### src/rtl/cpu_clock_ctrl.sv
// Run/halt/single-step execution-enable controller with debounced push-buttons.
// Define CLK_CTRL_CYCLE_COUNT_EN to add the cycle_count output and its counter.

module cpu_clock_ctrl_btn #(
    parameter int unsigned DEBOUNCE_CYCLES = 1_000_000
) (
    input  logic clk,
    input  logic reset,
    input  logic raw,
    output logic press
);
    localparam int unsigned CW = $clog2(DEBOUNCE_CYCLES + 1);

    logic          sync1, sync2, stable, stable_d, armed;
    logic [1:0]    settle;
    logic [CW-1:0] cnt;

    // armed is only set once the synchronizer holds a real low sample after reset,
    // so a button held through reset release never yields a press.
    always_ff @(posedge clk or posedge reset) begin
        if (reset) begin
            sync1    <= 1'b0;
            sync2    <= 1'b0;
            settle   <= '0;
            armed    <= 1'b0;
            stable   <= 1'b0;
            stable_d <= 1'b0;
            cnt      <= '0;
            press    <= 1'b0;
        end else begin
            sync1  <= raw;
            sync2  <= sync1;
            settle <= {settle[0], 1'b1};
            if (settle[1] && !sync2)
                armed <= 1'b1;
            if (sync2 == stable)
                cnt <= '0;
            else if (cnt == CW'(DEBOUNCE_CYCLES)) begin
                stable <= sync2;
                cnt    <= '0;
            end else
                cnt <= cnt + CW'(1);
            stable_d <= stable;
            press    <= stable & ~stable_d & armed;
        end
    end
endmodule

module cpu_clock_ctrl #(
    parameter int unsigned CLK_HZ          = 100_000_000,
    parameter int unsigned RUN_HZ          = 4,
    parameter int unsigned DEBOUNCE_CYCLES = 1_000_000
) (
    input  logic        clk,
    input  logic        reset,
    input  logic        btnU,
    input  logic        btnC,
    input  logic        halt_req,
    output logic        cpu_en,
    output logic        running
`ifdef CLK_CTRL_CYCLE_COUNT_EN
    ,
    output logic [31:0] cycle_count
`endif
);
    localparam int unsigned TICK_DIV = CLK_HZ / RUN_HZ;
    localparam int unsigned TW       = $clog2(TICK_DIV);

    typedef enum logic {HALT, RUN} state_t;

    state_t        state, state_n;
    logic [TW-1:0] tick, tick_n;
    logic          wrap, wrap_n, en_n;
    logic          press_u, press_c;

    cpu_clock_ctrl_btn #(.DEBOUNCE_CYCLES(DEBOUNCE_CYCLES)) u_btn_u (
        .clk(clk), .reset(reset), .raw(btnU), .press(press_u)
    );
    cpu_clock_ctrl_btn #(.DEBOUNCE_CYCLES(DEBOUNCE_CYCLES)) u_btn_c (
        .clk(clk), .reset(reset), .raw(btnC), .press(press_c)
    );

    // wrap delays the tick enable by one cycle so a halt arriving on the
    // wrap cycle can still suppress it.
    always_comb begin
        state_n = state;
        tick_n  = '0;
        wrap_n  = 1'b0;
        en_n    = 1'b0;
        case (state)
            HALT: begin
                if (press_c)
                    state_n = RUN;
                else if (press_u)
                    en_n = 1'b1;
            end
            RUN: begin
                if (press_c || halt_req)
                    state_n = HALT;
                else begin
                    en_n   = wrap;
                    wrap_n = (tick == TW'(TICK_DIV - 1));
                    tick_n = wrap_n ? '0 : tick + TW'(1);
                end
            end
            default: state_n = HALT;
        endcase
    end

    always_ff @(posedge clk or posedge reset) begin
        if (reset) begin
            state  <= HALT;
            tick   <= '0;
            wrap   <= 1'b0;
            cpu_en <= 1'b0;
        end else begin
            state  <= state_n;
            tick   <= tick_n;
            wrap   <= wrap_n;
            cpu_en <= en_n;
        end
    end

    assign running = (state == RUN);

`ifdef CLK_CTRL_CYCLE_COUNT_EN
    always_ff @(posedge clk or posedge reset) begin
        if (reset)
            cycle_count <= '0;
        else if (cpu_en)
            cycle_count <= cycle_count + 32'd1;
    end
`endif
endmodule

### config.mk
export PLATFORM = sky130hd
export DESIGN_NAME = cpu_clock_ctrl
export DESIGN_NICKNAME = d
export VERILOG_FILES = /design/src/rtl/cpu_clock_ctrl.sv
export SDC_FILE = /design/constraint.sdc
export NUM_CORES = 1
export LEC_CHECK = 0
export ABC_CLOCK_PERIOD_IN_PS = 2900
export CAP_MARGIN = 20
export CORE_ASPECT_RATIO = 1.25
export CORE_MARGIN = 4
export CORE_UTILIZATION = 45
export DETAILED_ROUTE_END_ITERATION = 6
export GPL_TIMING_DRIVEN = 0
export PLACE_DENSITY = 0.62
export SKIP_CTS_REPAIR_TIMING = 1
export SYNTH_ARGS = -nofsm -noshare
export SYNTH_HDL_FRONTEND = slang
export SYNTH_HIERARCHICAL = 1
export SYNTH_SLANG_ARGS = --single-unit
### constraint.sdc
create_clock -name clk -period 2.9 [get_ports clk]
set_clock_uncertainty 0.15 [all_clocks]
set_input_delay 0.435 -clock clk [delete_from_list [all_inputs] [get_ports clk]]
set_output_delay 0.435 -clock clk [all_outputs]
set_load 0.1 [all_outputs]
==> impl_results.md <==
- DRC violation count after routing: 0
- Port Buffer Count: 6
- Synth Instances: 386
- Hold depth: 0
- Post-DP Area: roughly 4200 µm²
- Largest stage delay on the critical path: between 1000 and 1500 ps
- Reg-to-reg endpoint: tick[22]
- Largest delay share family, worst path: buffers and inverters
- Largest net degree at the start of global routing: 29
- Yosys top cell area share: 0.529
- RSZ-0062 raised after global routing: false
- Starting Density: 0.459
- Gr usage total: 0.153
- Leading area contributor after synthesis: dfrtp_1
- Clk pin slew, worst setup/hold paths: roughly 80 ps
- Global-route wire length before repair: roughly 13000 µm
- Worst-Skew Late Latency: 350 ps
- Synth Cell Area: 3970 µm²
- Root buf cell: clkbuf_8
- WL/cell: between 10 and 15 µm
- Number of unique standard cell types used by synthesis: 42
- Reg2reg start: tick[0]
- Site Rows: 38
- Critical path class: flip-flop to output pin
- Area grow syn2layout: 12.7%
- Slew Limit Fails: 0
- Main area contributors after synthesis: dfrtp_1 (53%), nor2_1 (4.1%), xnor2_1 (4.0%), xor2_1 (3.7%), a21oi_1 (3.0%)
- Seq/Total Area, Yosys: 0.529
- Total core area: around 8700 µm²
- Fin. Hold Viols: 0
- Detailed Place HPWL: about 5000 µm
- Adder-Cell Fraction of Synth Area: 0.0158
- Yosys warns: 6
- Leak Pwr: 1.84 nW
- P per Cell Area: approximately 480 nW/µm²
- Syn avg cell area: between 10 and 15 µm²
- Min-Delay Endpoint: u_btn_c/sync2
- Vias: around 2900
- Buf+Inv Stages, Crit Path: 1
- Max Freq: about 400 MHz
- Worst setup EP type: output pin
- Initial antenna violation count: 0
- IO Pins: 7
- Syn_nets: between 300 and 400
- Post-synth top cells: dfrtp_1 (84), nor2_1 (43), a21oi_1 (24)
- Die ar.: about 10000 µm²
- Worst-Margin Slew: 961 ps
- CP max stage cell: clkdlybuf4s50_1
- Synth Register Bits: between 80 and 90
- Via density: between 5 and 6
- Max Root-Sink Buffers: 2
- Synth Flop Type: dfrtp_1
- Required @ worst endpoint: about 2300 ps
- Synth Area in XOR/XNOR: 0.0772
- Total power: around 2.1 mW
- Vias in the first global route: between 2000 and 3000
- Final worst path period share: 0.857
- CTS Sinks: 84
- Layout cell share with drive strength beyond 1: 0.109
- CP cell instances: clkdlybuf4s50_1
- Die W: about 92 µm
- Final Non-Filler Cells: about 530
- Final Setup Violations: 0
- Total of max-cap violations: 0
- Post-synthesis simple-gate area fraction: 0.247
- Relative slew slack: 0.357
- DR pass1 iterations: 4
- Die extent in y: roughly 110 µm
- Compound-cell area share of the yosys netlist: 0.0863
- Post-synthesis mux area share: 0.00567
- Top-count cell post-synth: dfrtp_1
- Cell count after placement: ~500
- Period minus WS final: between 2000 and 2500 ps
- Final core occ: 0.517
- Post-layout instance area: 4480 µm²
- Final ANT Viol Nets: 0
- CTS H-tree depth: 3
- Worst min-delay path class: flip-flop to flip-flop
- Setup TNS: 0 ps
- R2r setup slk: between 500 and 600 ps
- # diodes: 0
- Total wire length: approximately 7200 µm
- TritonCTS Buffers: 9
- Crit Path Max Fanout: 5
- Worst vdd ir: 0.258 mV
- Data arrival, critical path: ~1900 ps
- Status: complete, no violations
- Initial DRC count: approximately 120
- Startpoint types: flip-flop
- Main combinational cell family by area after synthesis: simple AND/OR/NAND/NOR gates
- # nets final: between 400 and 500
- CTS tree: done
- Min-delay src: u_btn_c/sync1
- Post-synth EDFFs: 0
- Worst reg2reg path depth: 6
- GRT overflow: 0
- Ys async rst share: 1.00
- Final RePlAce weighted congestion: a little under 0.8
-- power by group --
group,switching (mW),internal (mW),leakage (nW)
Clock,0.418,0.446,0.106
Sequential,0.00998,1.18,1.14
Combinational,0.0465,0.0292,0.599
-- kinds of logic after synthesis --
logic type / count (synthesis)
AO/OA/AOI/OAI: 58
XOR/XNOR: 35
adder cells (fa/ha/maj): 5
buffers and inverters: 31
flip-flops: 84
multiplexers: 2
other: 2
AND/OR/NAND/NOR: 169
-- sequential cells by signal (all words and copies together) (netlist names), 2 cells and up --
register and flops:
u_btn_u/cnt 20, tick 25, u_btn_c/cnt 20, u_btn_c/settle 2, u_btn_u/settle 2
-- how the worst max path moves through the flow --
stage	startpoint	end	slack [ps]	depth (start not counted)
2_1_floorplan	tick[0]	tick[22]	780	6
3_3_place_gp	tick[0]	tick[22]	580	6
3_5_place_dp	tick[0]	tick[22]	560	6
4_1_cts	running	running	390	1
5_1_grt	running	running	340	1
6_report	running	running	410	1
-- cell usage in the layout, fill, tap and decap left out, types with 4 or more instances in the layout --
master	n
a21oi_1	24
and3_1	9
and4_1	4
buf_2	7
clkbuf_8	11
clkdlybuf4s50_1	6
dfrtp_1	84
ha_1	5
inv_1	18
nand2_1	19
nand3_1	21
nand4_1	7
nor2_1	43
nor3_1	8
nor4_1	4
o21ai_0	14
o31ai_1	14
or3_1	13
or4_1	13
xnor2_1	18
xor2_1	17
-- through the flow --
| step | setup slack, ps | hold slack (ps) |
|---|---|---|
| after floorplan | 784 | 181 |
| after global placement | 584 | 181 |
| after detailed placement | 557 | 186 |
| after CTS | 389 | 206 |
| after global routing | 343 | 210 |
| final | 414 | 205 |
-- metal layers --
| metal | GRT usage | wire length [µm] | up-vias |
|---|---|---|---|
| li1 | - | - | 1411 |
| met1 | 0.206 | 3480 | 1421 |
| met2 | 0.248 | 3490 | 16 |
| met3 | 0.0346 | 158 | 4 |
| met4 | 0.0505 | 54 | 0 |
| met5 | 0 | 0 | - |
-- area by class of cell --
class / instances / area [µm²]
plain buffers: 13 / 80.1
clock buffers: 11 / 151
well taps: 120 / 150
flip-flops and latches: 84 / 2100
clock inverters: 5 / 60.1
inverters: 18 / 67.6
fillers: 822 / 4180
repair buffers: 9 / 143
multi-input cells: 271 / 1720
(Power assumes the default switching activity.)
